[config.mk]
export PLATFORM = sky130hd
export DESIGN_NAME = pipe_stage_buf
export DESIGN_NICKNAME = d
export VERILOG_FILES = /design/src/rtl/pipe_pkg.sv /design/src/rtl/pipe_slot.sv /design/src/rtl/pipe_stage_buf.sv
export SDC_FILE = /design/constraint.sdc
export NUM_CORES = 1
export LEC_CHECK = 0
export ABC_AREA = 1
export ABC_CLOCK_PERIOD_IN_PS = 3800
export CORE_UTILIZATION = 40
export DETAILED_ROUTE_END_ITERATION = 7
export PLACE_DENSITY = 0.67
export SLEW_MARGIN = 0
export SYNTH_ARGS = -nofsm -noshare
export SYNTH_HDL_FRONTEND = slang
export SYNTH_SLANG_ARGS = --single-unit
export TNS_END_PERCENT = 1
[constraint.sdc]
create_clock -name clk -period 3.8 [get_ports clk]
set_input_delay 0.76 -clock clk [delete_from_list [all_inputs] [get_ports clk]]
set_output_delay 0.76 -clock clk [all_outputs]
set_load 0.02 [all_outputs]
[src/rtl/pipe_pkg.sv]
`default_nettype none
// ============================================================================
// Module      : pipe_pkg
// Description : Shared types and constants for the elastic pipeline-stage
//               buffer. It defines the control FSM state encoding, the
//               occupancy encodings and the NOP bubble bit. A bubble is an
//               all-zero payload word.
// Ports       : none (package)
// Revision    : 1.0 - initial release
// ============================================================================
package pipe_pkg;

   typedef enum logic [1:0] {
      ST_EMPTY = 2'd0,
      ST_ONE   = 2'd1,
      ST_TWO   = 2'd2
   } state_t;

   localparam logic [1:0] c_occ_none = 2'd0;
   localparam logic [1:0] c_occ_one  = 2'd1;
   localparam logic [1:0] c_occ_two  = 2'd2;

   // Replicated to the payload width wherever a bubble word is needed.
   localparam logic c_nop_bit = 1'b0;

endpackage : pipe_pkg
`default_nettype wire

[src/rtl/pipe_slot.sv]
`default_nettype none
// ============================================================================
// Module      : pipe_slot
// Description : One payload entry: a W-bit data register with a valid flag.
//               Clear has priority over load, and clear writes the NOP
//               bubble so a freed entry never leaks stale data.
// Ports       : clk   in  clock
//               rst   in  asynchronous active-high reset
//               load  in  capture d, mark valid
//               clear in  zero the entry, mark invalid
//               d     in  W-bit payload
//               q     out W-bit stored payload
//               valid out entry holds a live payload
// Revision    : 1.0 - initial release
// ============================================================================
module pipe_slot
   import pipe_pkg::*;
#(
   parameter int W = 32
) (
   input  logic         clk,
   input  logic         rst,
   input  logic         load,
   input  logic         clear,
   input  logic [W-1:0] d,
   output logic [W-1:0] q,
   output logic         valid
);

   logic [W-1:0] r_data;
   logic         r_valid;

   always_ff @(posedge clk or posedge rst) begin
      if (rst) begin
         r_data  <= {W{c_nop_bit}};
         r_valid <= 1'b0;
      end else if (clear) begin
         r_data  <= {W{c_nop_bit}};
         r_valid <= 1'b0;
      end else if (load) begin
         r_data  <= d;
         r_valid <= 1'b1;
      end
   end

   assign q     = r_data;
   assign valid = r_valid;

endmodule : pipe_slot
`default_nettype wire

[src/rtl/pipe_stage_buf.sv]
`default_nettype none
// ============================================================================
// Module      : pipe_stage_buf
// Description : Elastic pipeline-stage buffer with a ready/valid handshake on
//               both sides. It has an optional skid entry that registers
//               in_ready, OR-combined flush inputs, and a saturating stall
//               counter.
// Ports       : clk          in  clock
//               rst          in  asynchronous active-high reset
//               in_valid     in  upstream offers in_data
//               in_ready     out stage accepts this cycle
//               in_data      in  W-bit payload
//               flush        in  NCLR flush sources, any high squashes stage
//               out_valid    out main entry holds a live payload
//               out_ready    in  downstream consumes this cycle
//               out_data     out main entry payload (zero when not valid)
//               occupancy    out live entries 0..2
//               stall_cycles out saturating count of stalled output cycles
// Revision    : 1.0 - initial release
// ============================================================================
module pipe_stage_buf
   import pipe_pkg::*;
#(
   parameter int W    = 32,
   parameter int NCLR = 2,
   parameter int SKID = 1,
   parameter int CNTW = 16
) (
   input  logic            clk,
   input  logic            rst,
   input  logic            in_valid,
   output logic            in_ready,
   input  logic [W-1:0]    in_data,
   input  logic [NCLR-1:0] flush,
   output logic            out_valid,
   input  logic            out_ready,
   output logic [W-1:0]    out_data,
   output logic [1:0]      occupancy,
   output logic [CNTW-1:0] stall_cycles
);

   localparam logic [CNTW-1:0] c_stall_max = {CNTW{1'b1}};
   localparam logic [CNTW-1:0] c_stall_one = {{(CNTW-1){1'b0}}, 1'b1};

   state_t          r_state;
   state_t          w_state_nxt;
   logic            w_flush_any;
   logic            w_in_fire;
   logic            w_out_fire;

   logic            w_main_load;
   logic            w_main_clear;
   logic            w_main_from_skid;
   logic [W-1:0]    w_main_d;
   logic [W-1:0]    w_main_q;
   logic            w_main_valid;

   logic            w_skid_load;
   logic            w_skid_clear;
   logic [W-1:0]    w_skid_q;
   logic            w_skid_valid;

   logic [CNTW-1:0] r_stall;

   assign w_flush_any = |flush;
   assign w_in_fire   = in_valid & in_ready;
   assign w_out_fire  = out_valid & out_ready;

   // ------------------------------------------------------------------------
   // Control FSM
   // ------------------------------------------------------------------------
   always_ff @(posedge clk or posedge rst) begin
      if (rst) begin
         r_state <= ST_EMPTY;
      end else begin
         r_state <= w_state_nxt;
      end
   end

   always_comb begin
      w_state_nxt      = r_state;
      w_main_load      = 1'b0;
      w_main_clear     = 1'b0;
      w_main_from_skid = 1'b0;
      w_skid_load      = 1'b0;
      w_skid_clear     = 1'b0;

      if (w_flush_any) begin
         // Flush beats every other event. Input is already blocked because
         // in_ready is low. A same-cycle out_fire was taken downstream anyway.
         w_state_nxt  = ST_EMPTY;
         w_main_clear = 1'b1;
         w_skid_clear = 1'b1;
      end else begin
         case (r_state)
            ST_EMPTY: begin
               if (w_in_fire) begin
                  w_state_nxt = ST_ONE;
                  w_main_load = 1'b1;
               end
            end
            ST_ONE: begin
               if (w_in_fire && w_out_fire) begin
                  w_main_load = 1'b1;
               end else if (w_in_fire && (SKID != 0)) begin
                  // Downstream stalled: park the new word in the skid entry.
                  w_state_nxt = ST_TWO;
                  w_skid_load = 1'b1;
               end else if (w_out_fire) begin
                  w_state_nxt  = ST_EMPTY;
                  w_main_clear = 1'b1;
               end
            end
            ST_TWO: begin
               if (w_out_fire) begin
                  w_state_nxt      = ST_ONE;
                  w_main_load      = 1'b1;
                  w_main_from_skid = 1'b1;
                  w_skid_clear     = 1'b1;
               end
            end
            default: begin
               w_state_nxt = ST_EMPTY;
            end
         endcase
      end
   end

   // ------------------------------------------------------------------------
   // Storage
   // ------------------------------------------------------------------------
   assign w_main_d = w_main_from_skid ? w_skid_q : in_data;

   pipe_slot #(
      .W (W)
   ) u_main (
      .clk   (clk),
      .rst   (rst),
      .load  (w_main_load),
      .clear (w_main_clear),
      .d     (w_main_d),
      .q     (w_main_q),
      .valid (w_main_valid)
   );

   generate
      if (SKID != 0) begin : g_skid
         pipe_slot #(
            .W (W)
         ) u_skid (
            .clk   (clk),
            .rst   (rst),
            .load  (w_skid_load),
            .clear (w_skid_clear),
            .d     (in_data),
            .q     (w_skid_q),
            .valid (w_skid_valid)
         );

         // Depends only on registered state, so upstream sees no
         // combinational path from out_ready.
         assign in_ready = (r_state != ST_TWO) & ~w_flush_any;
      end else begin : g_no_skid
         assign w_skid_q     = {W{c_nop_bit}};
         assign w_skid_valid = 1'b0;
         assign in_ready     = ((r_state == ST_EMPTY) | out_ready) & ~w_flush_any;
      end
   endgenerate

   assign out_valid = w_main_valid;
   assign out_data  = w_main_q;

   always_comb begin
      case ({w_main_valid, w_skid_valid})
         2'b11:   occupancy = c_occ_two;
         2'b10:   occupancy = c_occ_one;
         default: occupancy = c_occ_none;
      endcase
   end

   // ------------------------------------------------------------------------
   // Stall counter: flush does not clear it, only reset does
   // ------------------------------------------------------------------------
   always_ff @(posedge clk or posedge rst) begin
      if (rst) begin
         r_stall <= {CNTW{1'b0}};
      end else if (out_valid && !out_ready && (r_stall != c_stall_max)) begin
         r_stall <= r_stall + c_stall_one;
      end
   end

   assign stall_cycles = r_stall;

endmodule : pipe_stage_buf
`default_nettype wire

# == Word level (Yosys, flattened, before mapping) ==
# Cells that the tools add are included.
# word_totals
regBits,84
input_bits,38
out_inout_bits,52
wordCells,62
# classes
addsub,1
eq_ne,10
muxes,32
bitwise,4
reduce_logical,9
# op_table
operator,n
$mux W32,5
$mux W1,18
$add A16 B1 Y16 const B,1
$ne A16 B16 Y1 const B,1
$mux W2,6
$ne A3 B3 Y1 const B,3
$eq A2 B2 Y1 const B,3
$pmux W2 S3,1
$ne A4 B4 Y1 const B,1
$pmux W2 S2,1
$reduce_and A4 Y1,1
$reduce_bool A2 Y1,2
$and A1 B1 Y1,3
$logic_and A1 B1 Y1,3
$pmux W1 S3,1
$eq A2 B1 Y1 const B,1
$logic_not A2 Y1,1
$ne A2 B2 Y1 const B,1
$reduce_or A2 Y1,1
$logic_not A1 Y1,1
$not A1 Y1,1

# == Logic depth before layout (Yosys ltp) ==
# logic_depth
word_depth,10
ltp_mapped,10

# == By module ==
# A second synthesis with hierarchy kept.
# unflattened
cells_unflattened,506
area_unflattened_um2,4312.9
# by_module_without_submodules
mod,n_inst,cells_each,area_each_um2
pipe_slot,2,144,1346.3
pipe_stage_buf,1,218,1620.3

# == Worst setup path before layout ==
# OpenSTA, ideal clock, no wires.
# synth_path
kind,input port to output port
start,in flush[1]
end,out in_ready
t_arrival_ns,1.340
t_required_ns,3.040
setup_slack_ns,1.700
cell_stages,3
path_cell_list,nor2_2 -> inv_2 -> nor2_1
# synth_via
elab_chain_len,3
# synth_lines
item,line_no,source
start: declaration,pipe_stage_buf.sv:34,"input logic [NCLR-1:0] flush,"
$reduce_or A2 Y1,pipe_stage_buf.sv:65,assign w_flush_any = |flush;
$not A1 Y1,pipe_stage_buf.sv:162,assign in_ready = (r_state != ST_TWO) & ~w_flush_any;
$and A1 B1 Y1,pipe_stage_buf.sv:162,
end: declaration,pipe_stage_buf.sv:32,"output logic in_ready,"
# Every way passes these cells.

# == Worst setup path in the final report ==
# Ends and elaborated chain as after synthesis.

==> metrics.txt <==
status complete, no violations; crit-path cells clkdlybuf4s50_1, nor2_2, inv_2, nor2_1, clkdlybuf4s50_1; Antenna Nets Post-Route 0; Vias 3940; DR WL met2 5.04 mm; Post-CTS Setup Bufs 0; largest family of logic cells by synthesized area simple AND/OR/NAND/NOR gates; maximum vdd drop 0.195 mV; mapped cell area 0.00426 mm^2; grt ovf 0; RSZ-0062 raised after global routing false; pwr/cell area 410 mW/mm^2; period utilisation layout 78.2%; post-route setup TNS 0 ns; slowest CP cell clkdlybuf4s50_1; Clock Path Buffers 2; CP peak stage delay 0.60 ns; internal power 1.63 mW; die area 0.0111 mm^2; # setup viols final 0; Simple-Gate Fraction of Synth Area 41.7%; CTS tree done; Synth Area per Inst 7.42 um^2; Max Freq 337 MHz; HP Class register to register; switching pwr 0.626 mW; Critical Path Start Type input port; Cells after Synth 574; vias per cell 4.96; Gate power share 18.6%; # hold bufs at CTS 0; clock sinks 84; Starting Density 41.2%; Placed Area 0.00524 mm^2; wire length on met1 4.88 mm; Layout fillers 1041; XOR/XNOR Fraction of Synth Area 1.85%; RePlAce Congestion 0.803; Synthesis Warnings 0; crit path time final 2.97 ns; nets 693; DRT Pass-1 Iters 4; drt wl/cell 13.2 um; core box area 0.0103 mm^2; Yosys cell types 25; largest net degree at the start of global routing 34; Arrival @ worst endpoint 2.21 ns; Crit Path Max Fanout 5; post-synthesis net count 613; number of diodes 0; Clock Root Buffer clkbuf_8; number of max-cap violations 0; kind of critical path input port to primary output; slew margin rel. 62.8%; HPWL Detailed 6.95 mm; metal3 WL 434 um; H-tree depth 3; Worst EP required 3.04 ns; layout cell share with drive strength beyond 1 6.68%; Fin Clk Skew 0.00942 ns; sequential power share 44.3%; flops & latches, synth 84; most common cell after layout, fill and taps aside nand2_1; Post-Place Cells 779; Clock transition at path regs 0.08 ns; post-synthesis mux area share 0%; switch share 27.7%; final hold vios 0; num rows 37; Slew Viols, Final 0; drt initial violations 145; post-synthesis sequential area ratio 49.4%; most frequent cells in the layout 281 x nand2_1, 104 x nand3_1, 89 x clkdlybuf4s50_1, 84 x dfrtp_1, 20 x nor2_1; top layer in use met4; part of the power in the clock network 37.1%; CP dominant cell by count clkdlybuf4s50_1; Post-Route WL 10.5 mm; post-route cell area 0.00551 mm^2; Finished Layout Cells 795; critical path endpoint category primary output; Leak Pwr 2.85 nW; Die W 105 um; vias in the first global route 3743; fraction of the mapped netlist area in adder cells 0.294%; Skew-Pair Late Insertion Delay 0.35 ns; post-cts resize count 0; first-pass GRT wire length 18.1 mm; area delta synth->final 29.4%; measured slew at the worst slew-check pin 0.557 ns; Compound-Gate Fraction of Synth Area 1.29%; die height 105 um; Remaining DRCs 0; GRT Overall Usage 20.5%; # port buffers 89; Boundary Pins 90; initial antenna violation count 0; total CTS buffers 9
[registers in the layout, indices dropped and copies added, names as in the netlist]
name and cells:
u_main.q 32, g_skid.u_skid.valid 1, stall_cycles 16, r_state 2
u_main.valid 1, g_skid.u_skid.q 32
[power groups by stage]
| stage | sequential [mW] | clock, mW | combinational, mW |
|---|---|---|---|
| floorplan | 1.07 | 0 | 0.178 |
| global placement | 1.02 | 0 | 0.421 |
| detailed placement | 1.02 | 0 | 0.426 |
| CTS | 1.00 | 0.856 | 0.427 |
| global route | 1.01 | 0.892 | 0.461 |
| finish | 1.00 | 0.838 | 0.421 |
[area by class of cell]
class	count	area, um^2	share of cell area, %
clock buffers	10	128	2.32
clock inverters	6	136	2.48
inverters	23	90.1	1.64
multi-input cells	438	1920	34.9
flip-flops and latches	84	2100	38.2
well taps	136	170	3.09
repair buffers	98	958	17.4
[synthesized netlist by cell type]
library cell,n,area (um^2)
buf_1,3,11.3
buf_2,9,45.0
buf_4,3,22.5
buf_6,2,22.5
clkbuf_1,12,45.0
dfrtp_1,84,2100
ha_1,1,12.5
inv_1,16,60.1
inv_2,6,22.5
inv_4,1,6.26
nand2_1,281,1050
nand2_2,2,12.5
nand2_4,1,11.3
nand3_1,104,521
nand3_2,1,10.0
nand4_1,5,31.3
nor2_1,21,78.8
nor2_2,2,12.5
nor2_4,2,22.5
nor2_8,1,20.0
o21ai_0,6,30.0
o21ai_2,1,8.76
o21ai_4,1,16.3
xnor2_1,7,61.3
xor2_1,2,17.5
[per-layer routing]
layer  track usage (%)  vias to the layer above
li1                  -                     1969
met1              27.2                     1860
met2              34.2                      101
met3              2.99                       10
met4              7.44                        0
met5                 0                        -
[path summary, 6_finish.rpt]
| path | from | to | slack [ns] | depth (start not counted) |
|---|---|---|---|---|
| max | flush[1] | in_ready | 0.83 | 5 |
| min | u_main.q[26]$_DFFE_PP0P_ | u_main.q[26]$_DFFE_PP0P_ | 0.48 | 2 |
| max reg2reg | u_main.valid$_DFFE_PP0P_ | u_main.q[8]$_DFFE_PP0P_ | 1.77 | 7 |
| min reg2reg | u_main.q[26]$_DFFE_PP0P_ | u_main.q[26]$_DFFE_PP0P_ | 0.48 | 2 |
| max in group asynchronous | rst | stall_cycles[7]$_DFFE_PP0P_ | 2.22 | 3 |
| min in group asynchronous | rst | u_main.q[27]$_DFFE_PP0P_ | 0.76 | 2 |
[critical path, delay by kind of cell]
family	cells	cell delay [ns]
buffers and inverters	3	1.11
AND/OR/NAND/NOR	2	0.32
[kinds of logic (layout without fill, tap and decap cells)]
group / count (synthesis) / count (layout)
compound gates: 8 / 8
xor+xnor: 9 / 9
flops: 84 / 84
fa+ha+maj: 1 / 1
simple gates: 420 / 420
buf+inv: 52 / 137
[metrics by stage]
stage / total power [mW] / worst slack [ns] / utilization (%) / hold slack [ns]
after floorplan: 1.25 / 0.875 / - / 0.464
after global placement: 1.44 / 0.835 / 50.8 / 0.462
after detailed placement: 1.45 / 0.823 / 50.8 / 0.465
after global routing: 2.37 / 0.747 / 53.4 / 0.498
final: 2.26 / 0.830 / 53.4 / 0.480
after CTS: 2.29 / 0.817 / 53.4 / 0.488
No activity file was read; power rests on OpenSTA's default activity.
